--- config.mk ---
export PLATFORM = sky130hd
export DESIGN_NAME = eth_phy_10g_rx_link_ctrl_flat
export DESIGN_NICKNAME = d
export VERILOG_FILES = /design/src/rtl/eth_phy_10g_rx_link_ctrl_if.sv /design/src/rtl/eth_phy_10g_rx_link_ctrl.sv /design/src/flat_wrapper.sv
export SDC_FILE = /design/constraint.sdc
export NUM_CORES = 1
export LEC_CHECK = 0
export ABC_AREA = 1
export CAP_MARGIN = 20
export CORE_ASPECT_RATIO = 0.7
export CORE_MARGIN = 5
export CORE_UTILIZATION = 30
export DETAILED_ROUTE_END_ITERATION = 6
export HOLD_SLACK_MARGIN = 0.12
export PLACE_DENSITY = 0.45
export SYNTH_ARGS = -nofsm -noshare
export SYNTH_HDL_FRONTEND = slang
export SYNTH_SLANG_ARGS = --single-unit
--- constraint.sdc ---
create_clock -name clk -period 1.8 [get_ports clk]
set_input_delay 0.36 -clock clk [delete_from_list [all_inputs] [get_ports clk]]
set_output_delay 0.36 -clock clk [all_outputs]
set_load 0.05 [all_outputs]
--- src/rtl/eth_phy_10g_rx_link_ctrl_if.sv ---
// Link-control bundle between the RX frame aligner side and the link supervisor.
// The supervisor uses the slave view; whoever drives the headers and lock flag uses the master view.
interface eth_phy_10g_rx_link_ctrl_if #(
    parameter int HDR_WIDTH = 2
);
    logic [HDR_WIDTH-1:0] i_serdes_rx_hdr;
    logic                 i_hdr_valid;
    logic                 i_rx_block_lock;
    logic                 o_aligner_rst;
    logic                 o_rx_high_ber;
    logic                 o_rx_status;
    logic [5:0]           o_ber_count;
    logic [7:0]           o_realign_count;

    modport slave (
        input  i_serdes_rx_hdr,
        input  i_hdr_valid,
        input  i_rx_block_lock,
        output o_aligner_rst,
        output o_rx_high_ber,
        output o_rx_status,
        output o_ber_count,
        output o_realign_count
    );

    modport master (
        output i_serdes_rx_hdr,
        output i_hdr_valid,
        output i_rx_block_lock,
        input  o_aligner_rst,
        input  o_rx_high_ber,
        input  o_rx_status,
        input  o_ber_count,
        input  o_realign_count
    );
endinterface

--- src/rtl/eth_phy_10g_rx_link_ctrl.sv ---
// RX link supervisor for the 10G PHY: pulses the aligner reset, waits for
// block lock with a timeout, then runs a windowed sync-header BER monitor and
// forces realignment on a persistent high-BER streak.
module eth_phy_10g_rx_link_ctrl #(
    parameter int HDR_WIDTH    = 2,
    parameter int BER_WINDOW   = 19531,
    parameter int BER_THRESH   = 16,
    parameter int LOCK_TIMEOUT = 4096,
    parameter int RESET_CYCLES = 4,
    parameter int HIBER_LIMIT  = 8
) (
    input  logic                       clk,
    input  logic                       rst_n,
    eth_phy_10g_rx_link_ctrl_if.slave  link
);

    localparam int RC_W  = (RESET_CYCLES > 1) ? $clog2(RESET_CYCLES) : 1;
    localparam int TO_W  = (LOCK_TIMEOUT > 1) ? $clog2(LOCK_TIMEOUT) : 1;
    localparam int WIN_W = (BER_WINDOW > 1) ? $clog2(BER_WINDOW) : 1;
    localparam int STK_W = $clog2(HIBER_LIMIT + 1);

    localparam logic [RC_W-1:0]  RC_LAST   = RC_W'(RESET_CYCLES - 1);
    localparam logic [TO_W-1:0]  TO_LAST   = TO_W'(LOCK_TIMEOUT - 1);
    localparam logic [WIN_W-1:0] WIN_LAST  = WIN_W'(BER_WINDOW - 1);
    localparam logic [STK_W-1:0] STK_LIMIT = STK_W'(HIBER_LIMIT);
    localparam logic [6:0]       THRESH_V  = 7'(BER_THRESH);

    typedef enum logic [1:0] {
        ALIGN_RST = 2'd0,
        WAIT_LOCK = 2'd1,
        MONITOR   = 2'd2
    } state_t;

    // All-zeros or all-ones sync header is never a legal 64b/66b header.
    function automatic logic hdr_invalid(input logic [HDR_WIDTH-1:0] hdr);
        return (hdr == {HDR_WIDTH{1'b0}}) || (hdr == {HDR_WIDTH{1'b1}});
    endfunction

    function automatic logic [7:0] sat_inc8(input logic [7:0] v);
        return (v == 8'd255) ? v : v + 8'd1;
    endfunction

    state_t             state_r, state_nxt_s;
    logic [RC_W-1:0]    rst_cnt_r;
    logic [TO_W-1:0]    to_cnt_r;
    logic [WIN_W-1:0]   win_cnt_r;
    logic [5:0]         ber_cnt_r;
    logic [STK_W-1:0]   streak_r;
    logic               aligner_rst_r;
    logic               hi_ber_r;
    logic               rx_status_r;
    logic [5:0]         ber_count_r;
    logic [7:0]         realign_cnt_r;

    logic               hdr_bad_s;
    logic [5:0]         ber_sum_s;
    logic               win_end_s;
    logic               win_high_s;
    logic [STK_W-1:0]   streak_nxt_s;
    logic               realign_s;
    logic               lock_loss_s;

    // BER datapath: running count including this cycle's header, window end and streak update.
    always_comb begin
        hdr_bad_s = link.i_hdr_valid && hdr_invalid(link.i_serdes_rx_hdr);
        if ((ber_cnt_r == 6'd63) || !hdr_bad_s) begin
            ber_sum_s = ber_cnt_r;
        end else begin
            ber_sum_s = ber_cnt_r + 6'd1;
        end
        win_end_s  = (win_cnt_r == WIN_LAST);
        win_high_s = ({1'b0, ber_sum_s} >= THRESH_V);
        if (!win_high_s) begin
            streak_nxt_s = {STK_W{1'b0}};
        end else if (streak_r == STK_LIMIT) begin
            streak_nxt_s = streak_r;
        end else begin
            streak_nxt_s = streak_r + STK_W'(1'b1);
        end
        lock_loss_s = (state_r == MONITOR) && !link.i_rx_block_lock;
    end

    // Next-state logic; lock beats timeout, lock loss beats the streak limit.
    always_comb begin
        state_nxt_s = state_r;
        realign_s   = 1'b0;
        case (state_r)
            ALIGN_RST: begin
                if (rst_cnt_r == RC_LAST) begin
                    state_nxt_s = WAIT_LOCK;
                end else begin
                    state_nxt_s = ALIGN_RST;
                end
            end
            WAIT_LOCK: begin
                if (link.i_rx_block_lock) begin
                    state_nxt_s = MONITOR;
                end else if (to_cnt_r == TO_LAST) begin
                    state_nxt_s = ALIGN_RST;
                    realign_s   = 1'b1;
                end else begin
                    state_nxt_s = WAIT_LOCK;
                end
            end
            MONITOR: begin
                if (!link.i_rx_block_lock) begin
                    state_nxt_s = WAIT_LOCK;
                end else if (win_end_s && (streak_nxt_s >= STK_LIMIT)) begin
                    state_nxt_s = ALIGN_RST;
                    realign_s   = 1'b1;
                end else begin
                    state_nxt_s = MONITOR;
                end
            end
            default: begin
                state_nxt_s = ALIGN_RST;
            end
        endcase
    end

    // State register.
    always_ff @(posedge clk or negedge rst_n) begin
        if (!rst_n) begin
            state_r <= ALIGN_RST;
        end else begin
            state_r <= state_nxt_s;
        end
    end

    // Reset-pulse and lock-timeout counters restart whenever their state is (re)entered.
    always_ff @(posedge clk or negedge rst_n) begin
        if (!rst_n) begin
            rst_cnt_r <= {RC_W{1'b0}};
            to_cnt_r  <= {TO_W{1'b0}};
        end else begin
            if ((state_r == ALIGN_RST) && (state_nxt_s == ALIGN_RST)) begin
                rst_cnt_r <= rst_cnt_r + RC_W'(1'b1);
            end else begin
                rst_cnt_r <= {RC_W{1'b0}};
            end
            if ((state_r == WAIT_LOCK) && (state_nxt_s == WAIT_LOCK)) begin
                to_cnt_r <= to_cnt_r + TO_W'(1'b1);
            end else begin
                to_cnt_r <= {TO_W{1'b0}};
            end
        end
    end

    // Window timer and running invalid-header count; only advance while monitoring.
    always_ff @(posedge clk or negedge rst_n) begin
        if (!rst_n) begin
            win_cnt_r <= {WIN_W{1'b0}};
            ber_cnt_r <= 6'd0;
        end else if (realign_s) begin
            win_cnt_r <= {WIN_W{1'b0}};
            ber_cnt_r <= 6'd0;
        end else if (state_r == MONITOR) begin
            if (win_end_s) begin
                win_cnt_r <= {WIN_W{1'b0}};
                ber_cnt_r <= 6'd0;
            end else begin
                win_cnt_r <= win_cnt_r + WIN_W'(1'b1);
                ber_cnt_r <= ber_sum_s;
            end
        end else begin
            win_cnt_r <= win_cnt_r;
            ber_cnt_r <= ber_cnt_r;
        end
    end

    // Per-window results: reported count, high-BER flag and high-window streak.
    always_ff @(posedge clk or negedge rst_n) begin
        if (!rst_n) begin
            ber_count_r <= 6'd0;
            hi_ber_r    <= 1'b0;
            streak_r    <= {STK_W{1'b0}};
        end else begin
            if ((state_r == MONITOR) && win_end_s) begin
                ber_count_r <= ber_sum_s;
            end else begin
                ber_count_r <= ber_count_r;
            end
            if (realign_s || lock_loss_s) begin
                hi_ber_r <= 1'b0;
                streak_r <= {STK_W{1'b0}};
            end else if ((state_r == MONITOR) && win_end_s) begin
                hi_ber_r <= win_high_s;
                streak_r <= streak_nxt_s;
            end else begin
                hi_ber_r <= hi_ber_r;
                streak_r <= streak_r;
            end
        end
    end

    // Registered status outputs and the forced-realignment counter.
    always_ff @(posedge clk or negedge rst_n) begin
        if (!rst_n) begin
            aligner_rst_r <= 1'b1;
            rx_status_r   <= 1'b0;
            realign_cnt_r <= 8'd0;
        end else begin
            aligner_rst_r <= (state_nxt_s == ALIGN_RST);
            rx_status_r   <= (state_r == MONITOR) && !hi_ber_r;
            if (realign_s) begin
                realign_cnt_r <= sat_inc8(realign_cnt_r);
            end else begin
                realign_cnt_r <= realign_cnt_r;
            end
        end
    end

    assign link.o_aligner_rst   = aligner_rst_r;
    assign link.o_rx_high_ber   = hi_ber_r;
    assign link.o_rx_status     = rx_status_r;
    assign link.o_ber_count     = ber_count_r;
    assign link.o_realign_count = realign_cnt_r;

endmodule
--- src/flat_wrapper.sv ---
// flat-port wrapper written by rule: the top's interface ports become plain ports
module eth_phy_10g_rx_link_ctrl_flat 
#(
    parameter int HDR_WIDTH    = 2,
    parameter int BER_WINDOW   = 19531,
    parameter int BER_THRESH   = 16,
    parameter int LOCK_TIMEOUT = 4096,
    parameter int RESET_CYCLES = 4,
    parameter int HIBER_LIMIT  = 8
)
  (clk, rst_n, link_i_serdes_rx_hdr, link_i_hdr_valid, link_i_rx_block_lock, link_o_aligner_rst, link_o_rx_high_ber, link_o_rx_status, link_o_ber_count, link_o_realign_count);
  eth_phy_10g_rx_link_ctrl_if #(.HDR_WIDTH(HDR_WIDTH)) link_i ();
  input  logic clk;
  input  logic rst_n;
  input wire logic [$bits(link_i.i_serdes_rx_hdr)-1:0] link_i_serdes_rx_hdr;
  input wire logic [$bits(link_i.i_hdr_valid)-1:0] link_i_hdr_valid;
  input wire logic [$bits(link_i.i_rx_block_lock)-1:0] link_i_rx_block_lock;
  output wire logic [$bits(link_i.o_aligner_rst)-1:0] link_o_aligner_rst;
  output wire logic [$bits(link_i.o_rx_high_ber)-1:0] link_o_rx_high_ber;
  output wire logic [$bits(link_i.o_rx_status)-1:0] link_o_rx_status;
  output wire logic [$bits(link_i.o_ber_count)-1:0] link_o_ber_count;
  output wire logic [$bits(link_i.o_realign_count)-1:0] link_o_realign_count;
  assign link_i.i_serdes_rx_hdr = link_i_serdes_rx_hdr;
  assign link_i.i_hdr_valid = link_i_hdr_valid;
  assign link_i.i_rx_block_lock = link_i_rx_block_lock;
  assign link_o_aligner_rst = link_i.o_aligner_rst;
  assign link_o_rx_high_ber = link_i.o_rx_high_ber;
  assign link_o_rx_status = link_i.o_rx_status;
  assign link_o_ber_count = link_i.o_ber_count;
  assign link_o_realign_count = link_i.o_realign_count;
  eth_phy_10g_rx_link_ctrl #(.HDR_WIDTH(HDR_WIDTH), .BER_WINDOW(BER_WINDOW), .BER_THRESH(BER_THRESH), .LOCK_TIMEOUT(LOCK_TIMEOUT), .RESET_CYCLES(RESET_CYCLES), .HIBER_LIMIT(HIBER_LIMIT)) u_core (.clk(clk), .rst_n(rst_n), .link(link_i));
endmodule
==> metrics list, run 1 <==
* Mapped Area: 3380 um^2
- At the pin with the least slew margin, the transition time is 438 ps.
- For the worst-skew pair, the clock arrives at the later sink with an insertion delay of 330 ps.
* Longest Clk Path Bufs: 2
- Sort of element at the start of the critical path: flip-flop
* Switching portion of total power: 0.327
- The analysis attributes to cell leakage a power of 2.38 nW.
- Register-to-register setup slack: -20 ps
- Arrival time at the worst endpoint: 2040 ps
- A synthesized cell averages 7.75 um^2.
- For this design the total switching power over the nets is 1.55 mW.
- The worst hold path begins at u_core.rst_cnt_r[0].
- Leading cell type in the layout, fill and taps excluded: sky130_fd_sc_hd__nand2_1
- Number of port buffers: 22
* Starting density of the core: 0.307
- Setup repair after global routing could not meet its margin everywhere.
- The run finished, with violations left.
* Global route overflow: 0
* Final period utilization: 1.01
* Endpoint of the worst-slack reg-to-reg timing path: u_core.link.o_realign_count[7]
- The startpoint identified for the worst register-to-register timing path is u_core.win_cnt_r[0].
- The top cell types in the final layout, fill and taps aside, are 99 x sky130_fd_sc_hd__nand2_1, 88 x sky130_fd_sc_hd__buf_4, 56 x sky130_fd_sc_hd__dfrtp_1.
- The share of total power dissipated in combinational logic is 0.319.
* Total wirelength of the detailed-routed design: 8590 um
- Register-to-Register Path Depth: 12
* Global-route wire length before repair: 14,600 um
- Routed Antenna Nets: 0
- Area inside the core boundary: 11,000 um^2
- Sequential-to-total area share from yosys stat: 0.430
- # DRC: 0
* Max Fanout on Critical Path: 8
- By startpoint and endpoint, the worst setup path is classified as reg -> reg.
- Critical Path RT: 2020 ps
* Number of instances in the synthesized netlist: 436
- Maximum level of the CTS H-tree: 3
* Routed length per instance: 12.3 um
- Via count normalized by instance count: 4.49
- Height of the die: 98.8 um
- Headroom to the max-slew limit came out at 0.705.
* Cell area after layout: 4880 um^2
- STA classifies the critical path endpoint as a flip-flop.
- Max-cap violations in this run came to 0.
- Die Span X: 137 um
* Fraction of layout cells with a size suffix above 1: 0.342
- The worst path in the final design needs a cycle of 1820 ps, including I/O delays and setup.
- The pre-antenna-repair detailed-routing pass consisted of 4 iterations.
- Number of top-level design ports: 23
- The die covers 13,500 um^2.
- Final net count: 557
- After clock tree synthesis, the clock-pin slew on the worst setup and hold paths is 50 ps.
- Fill cells in the final layout number 1,118.
- The number of max-slew violations in the final report came to 0.
* Failing checks: setup timing
- Peak Freq: 550 MHz
- Drt first-iter violations: 137
- Number of global-route vias before repair: 3,035
- The final hold violation count is 0.
- Excluding fillers, the count of instances in the completed layout stands at 697.
- Routability-driven placement finished with a final weighted congestion of 0.826.
- Final Hold Slack: 429 ps
- Number of buffers added by the clock tree synthesis step: 9
- The internal power of the cells totals 3.19 mW.
* Root buffer cell: sky130_fd_sc_hd__clkbuf_16
* Antenna diode count: 0
- Syn_nets: 454
* P&R area growth vs syn: 44.3%
- Maximum number of pins on one net before global-route repair: 59
- Clock skew on the completed layout was measured at 6.25 ps.
* Site Rows: 32
* Number of endpoints failing setup at the final stage: 7
* Type of the most critical hold path: reg -> reg
- Following the worst setup path forward leads to its endpoint at u_core.link.o_realign_count[7].
- Sequential Power Share: 0.339
- TritonCTS built the clock tree.
* Total instance count after detailed placement: 662
- Final worst setup slack: -19.3 ps
* Power per cell area: 973 nW/um^2
- The worst-case IR drop observed on VDD is 543 uV.
* CP Launch Point: u_core.win_cnt_r[0]
- Of the total power, the clock network draws 0.341.
- Flops & latches, synth: 58
* Clock tree sinks: 58
- Detailed placement ended at an HPWL of 5860 um.
* End-of-flow core utilization: 0.443
- Overall Global Routing Usage: 0.134
* Unique masters post-synth: 31
- Synthesis Warnings: 0
- Total vias in the final route: 3,128
* Dpl cell area: 4170 um^2
* Antenna violations before repair: 0
## per-layer routing
metal / vias up / GRT usage / routed length (um)
met3: 8 / 0.0388 / 332
met1: 1473 / 0.198 / 4510
li1: 1599 / - / -
met4: 0 / 0.0368 / 97
met5: - / 0 / 0
met2: 48 / 0.191 / 3650
## cell usage after synthesis (all sizes together)
library cell  instances  area share
a21oi                 2      0.0030
a31oi                 2      0.0056
and3                  1      0.0019
buf                   9       0.020
clkbuf                1      0.0015
clkinv                2      0.0022
dfrtp                57        0.42
dfstp                 1      0.0078
ha                   12       0.044
inv                  55       0.061
nand2               126        0.15
nand3                36       0.056
nand3b                4      0.0089
nand4                26       0.048
nor2                 51       0.061
nor3                  7       0.010
nor3b                 3      0.0067
nor4                  3      0.0056
o21ai                13       0.021
xnor2                 9       0.023
xor2                 16       0.041
## stage by stage
stage / total power, mW / setup WS (ps) / TNS (ps)
2_1_floorplan: 2.35 / 8.33 / 0
3_3_place_gp: 2.98 / -424 / -14990
3_5_place_dp: 2.98 / -496 / -16400
4_1_cts: 4.74 / -38.0 / -399
5_1_grt: 5.06 / -139 / -4240
6_report: 4.75 / -19.3 / -104
## timing repair
item	CTS	global route
pin swaps	12	20
cloned	0	1
gates resized for setup	25	47
hold buffers	1	0
endpoints found under the hold margin	57	0
setup buffers	11	6
endpoints found under the setup margin	49	54
## how the worst min path moves through the flow
stage | slack [ps] | cells after the start | end
finish | 430 | 1 | u_core.rst_cnt_r[0]
global route | 450 | 1 | u_core.rst_cnt_r[0]
CTS | 440 | 1 | u_core.rst_cnt_r[0]
detailed placement | 400 | 2 | u_core.to_cnt_r[9]
global placement | 400 | 2 | u_core.to_cnt_r[9]
floorplan | 60 | 0 | u_core.ber_cnt_r[0]
## power by group through the flow
stage | Combinational, mW | Sequential, mW | Clock (mW)
floorplan | 0.659 | 1.69 | 0
global placement | 1.37 | 1.61 | 0
detailed placement | 1.37 | 1.61 | 0
CTS | 1.45 | 1.61 | 1.69
global route | 1.69 | 1.63 | 1.75
finish | 1.52 | 1.61 | 1.62
## cell type report
type / instances / area (um^2) / share of cell area
multi-input combinational: 311 / 1880 / 0.386
sequential: 58 / 1450 / 0.298
timing repair buffer: 102 / 850 / 0.174
clock buffer: 14 / 274 / 0.0562
inverter: 57 / 215 / 0.0441
tap: 153 / 191 / 0.0393
clock inverter: 2 / 10.0 / 0.00205
## registers in the layout (all words and copies together) (netlist names)
name / count
u_core.win_cnt_r: 15
u_core.to_cnt_r: 12
u_core.link.o_realign_count: 8
u_core.ber_cnt_r: 6
u_core.link.o_ber_count: 6
u_core.streak_r: 4
u_core.rst_cnt_r: 2
u_core.state_r: 2
u_core.link.o_aligner_rst: 1
u_core.link.o_rx_high_ber: 1
u_core.link.o_rx_status: 1
## cells by family after synthesis
group | count (synthesis) | share of synthesized area
AO/OA/AOI/OAI | 17 | 0.0300
XOR/XNOR | 25 | 0.0648
AND/OR/NAND/NOR | 257 | 0.347
buffers and inverters | 67 | 0.0844
adder cells (fa/ha/maj) | 12 | 0.0444
flip-flops | 58 | 0.430
## critical path, cell delays in order (launching register included)
cell                      delay, ps
sky130_fd_sc_hd__dfrtp_1        380
sky130_fd_sc_hd__inv_2           70
sky130_fd_sc_hd__ha_2           180
sky130_fd_sc_hd__nand2_1         70
sky130_fd_sc_hd__nor3_2         140
sky130_fd_sc_hd__nand3_2        150
sky130_fd_sc_hd__nor2_4         150
sky130_fd_sc_hd__nand3_4         90
sky130_fd_sc_hd__nand2_4        110
sky130_fd_sc_hd__nand3_4        100
sky130_fd_sc_hd__buf_8          160
sky130_fd_sc_hd__nand2_2         60
sky130_fd_sc_hd__nand2_2         50
Note: power is estimated with default switching activity, not from simulation.
==> run 2: changes to the inputs <==
Settings changed: DONT_BUFFER_PORTS set to 1, PLACE_DENSITY 0.45 to 0.42, TNS_END_PERCENT set to 1.
==> metrics list, run 2 (synthesis gave the netlist of run 1 again) <==
- Setup skew after layout: 5.63 ps
* Root buffer cell: sky130_fd_sc_hd__clkbuf_16
- The clock reaches the later pin of the worst-skew pair after 320 ps.
- The flow ran to the end, but the final reports show violations.
- In this run the register-to-register setup slack is -30 ps.
- Based on the critical path, the design can be clocked at up to 548 MHz.
- Counting the buffers created by CTS gives 9.
* Total wirelength of the detailed-routed design: 8590 um
- Launch point of the worst reg-to-reg path: u_core.win_cnt_r[0]
- The first detailed-routing pass ran for 6 iterations.
* Crit path largest cell delay: 380 ps
- The library cell used most frequently in the layout, excluding fill and tap cells, is sky130_fd_sc_hd__nand2_1.
- The worst register-to-register path ends at u_core.link.o_realign_count[2].
- Max FFs per register: 15
- On the critical path, the stage with the largest delay is an instance of sky130_fd_sc_hd__dfrtp_1.
- Pre-CTS setup slack: -128 ps
- Switching portion of total power: 0.322
- For the worst setup path, the data required time is 2010 ps.
- Die Span X: 137 um
* Arrival time at the worst endpoint: 2040 ps
* Max-cap violations: 0
- The analysis attributes to net switching a power of 1.58 mW.
- Across all hold checks on the routed design, the worst slack comes to 376 ps.
- After floorplanning, the core was divided into 32 placement rows.
- Once routing completed, OpenROAD measured the worst setup slack at -25.6 ps.
* Last weighted congestion value of the routability-driven placer: 0.823
- Across every metal layer, demand over resource in global routing totals 0.136.
* Number of top-level design ports: 23
* Internal power: 3.32 mW
* Maximum level of the CTS H-tree: 3
- The number of max-slew violations in the final report was 0.
* Worst Tran Pin Value: 498 ps
* Total vias in the final route: 2,933
- In this run the vertical extent of the chip is 98.8 um.
- The critical path goes through inv_2 -> ha_4 -> nand2_2 -> nor3_2 -> nand3_2 -> nor2_4 -> nand3_4 -> nand2_8 -> nand3_4 -> buf_6 -> nand2_2 -> o21ai_2.
- Measured against its own limit, the worst slew margin works out to 0.668.
* TritonCTS clock tree: built
* Routed Antenna Nets: 0
- Subtracting the final worst setup slack from the clock period gives 1830 ps.
- Final net count: 520
* Hold-critical path depth: 4
- The worst setup path is of the reg -> reg kind.
- Relative contribution of the clock network to total power: 0.377
- The critical path contains buffers and inverters numbering 2 combined.
* Register-to-Register Path Depth: 12
- The worst hold path belongs to the class in -> reg.
* Dpl cell area: 3980 um^2
- Antenna violations before repair: 0
- For the final routed database, the setup TNS stands at -147 ps.
- Largest delay contributor family on the critical path: simple AND/OR/NAND/NOR gates
- Sort of element at the start of the critical path: flip-flop
* Number of port buffers: 0
* Number of global-route vias before repair: 2,953
- Power comes to 4.91 mW.
- Leading cell types in the layout, fill and taps excluded: 113 x sky130_fd_sc_hd__nand2_1, 57 x sky130_fd_sc_hd__buf_4, 57 x sky130_fd_sc_hd__dfrtp_1
* Final period utilization: 1.01
- End of the worst hold path: u_core.state_r[1]
- P&R area growth vs syn: 33.8%
- Max Fanout on Critical Path: 8
- After clock tree synthesis, the clock-pin slew on the worst setup and hold paths is 50 ps.
- Sequential Power Share: 0.342
- Die Footprint: 13,500 um^2
- RSZ-0062 raised after global routing: true
* Global route overflow: 0
* Cell area after layout: 4520 um^2
- Power spread over the standard cell area amounts to 1080 nW/um^2.
- Failing checks: setup timing
- Number of hold-slack violations in the final timing report: 0
- Entering global routing, the biggest net connects 59 pins.
- Of the total power, combinational logic draws 0.281.
- Launch instance of the worst min-delay path: link_i_rx_block_lock
- Setup violations remaining at the end of the flow were counted as 8.
* Clock tree sinks: 58
- In this run the deepest clock path goes through 2 buffers.
- Across the VDD grid, the largest voltage drop is 578 uV.
- In this run the standard cell core region covers 11,000 um^2.
- Routed length per instance: 13.0 um
* Starting density of the core: 0.307
- Counting flops per register, the top entry is u_core.win_cnt_r.
* Fraction of layout cells with a size suffix above 1: 0.254
- Global-route wire length before repair: 14,600 um
- Antenna diode count: 0
* Critical Path End Type: flip-flop
- After detailed routing, the number of vias per cell comes to 4.44.
- In the routed design, unresolved DRC markers number 0.
- The detailed router finished its first iteration with 119 violations.
- The analysis attributes to cell leakage a power of 2.16 nW.
* DP Wirelength: 5930 um
## run 2: what timing repair did
action                                 4_1_cts  5_1_grt
hold buffers                                 2        0
endpoints found under the hold margin       58        0
cloned                                       0        1
setup buffers                                2        0
pin swaps                                    5       18
setup endpoints to repair                   39       54
gates resized for setup                     16       27
## run 2: worst reg2reg max path: stages (launching register included)
cell                      delay [ps]
sky130_fd_sc_hd__dfrtp_1         380
sky130_fd_sc_hd__inv_2            80
sky130_fd_sc_hd__ha_4            140
sky130_fd_sc_hd__nand2_2          50
sky130_fd_sc_hd__nor3_2          170
sky130_fd_sc_hd__nand3_2         160
sky130_fd_sc_hd__nor2_4          160
sky130_fd_sc_hd__nand3_4         110
sky130_fd_sc_hd__nand2_8         110
sky130_fd_sc_hd__nand3_4          90
sky130_fd_sc_hd__buf_6           160
sky130_fd_sc_hd__nand2_2          60
sky130_fd_sc_hd__o21ai_2          40
## run 2: power by group through the flow
stage	Sequential (mW)	Clock [mW]	Combinational [mW]
final	1.68	1.85	1.38
after global routing	1.70	1.96	1.58
after CTS	1.67	1.90	1.29
after detailed placement	1.69	0	1.19
after global placement	1.68	0	1.19
after floorplan	1.69	0	0.659
## run 2: layout make-up
| cell class | instances | area, um^2 |
|---|---|---|
| clock buffers | 11 | 243 |
| clock inverters | 5 | 77.6 |
| fillers | 1103 | 6490 |
| inverters | 57 | 215 |
| multi-input cells | 312 | 1810 |
| flip-flops and latches | 58 | 1450 |
| well taps | 153 | 191 |
| repair buffers | 64 | 531 |
## run 2: metrics by stage
stage	instances	util
finish	660	0.411
global route	660	0.411
CTS	661	0.401
detailed placement	641	0.361
global placement	641	0.361
floorplan	436	-
## run 2: metal layers
metal | track usage | vias up | part of all wire
met5 | 0 | - | 0
met4 | 0.0391 | 0 | 0.011
met3 | 0.0398 | 8 | 0.043
met2 | 0.198 | 38 | 0.41
met1 | 0.195 | 1345 | 0.54
li1 | - | 1542 | -
## run 2: worst max-delay path by stage
stage	from	to	cells past startpoint
2_1_floorplan	u_core.link.o_realign_count[0]	u_core.link.o_realign_count[0]	10
3_3_place_gp	u_core.win_cnt_r[0]	u_core.streak_r[0]	11
3_5_place_dp	u_core.win_cnt_r[0]	u_core.win_cnt_r[3]	11
4_1_cts	u_core.ber_cnt_r[1]	u_core.link.o_realign_count[2]	15
5_1_grt	u_core.win_cnt_r[0]	u_core.link.o_realign_count[2]	12
6_report	u_core.win_cnt_r[0]	u_core.link.o_realign_count[2]	12
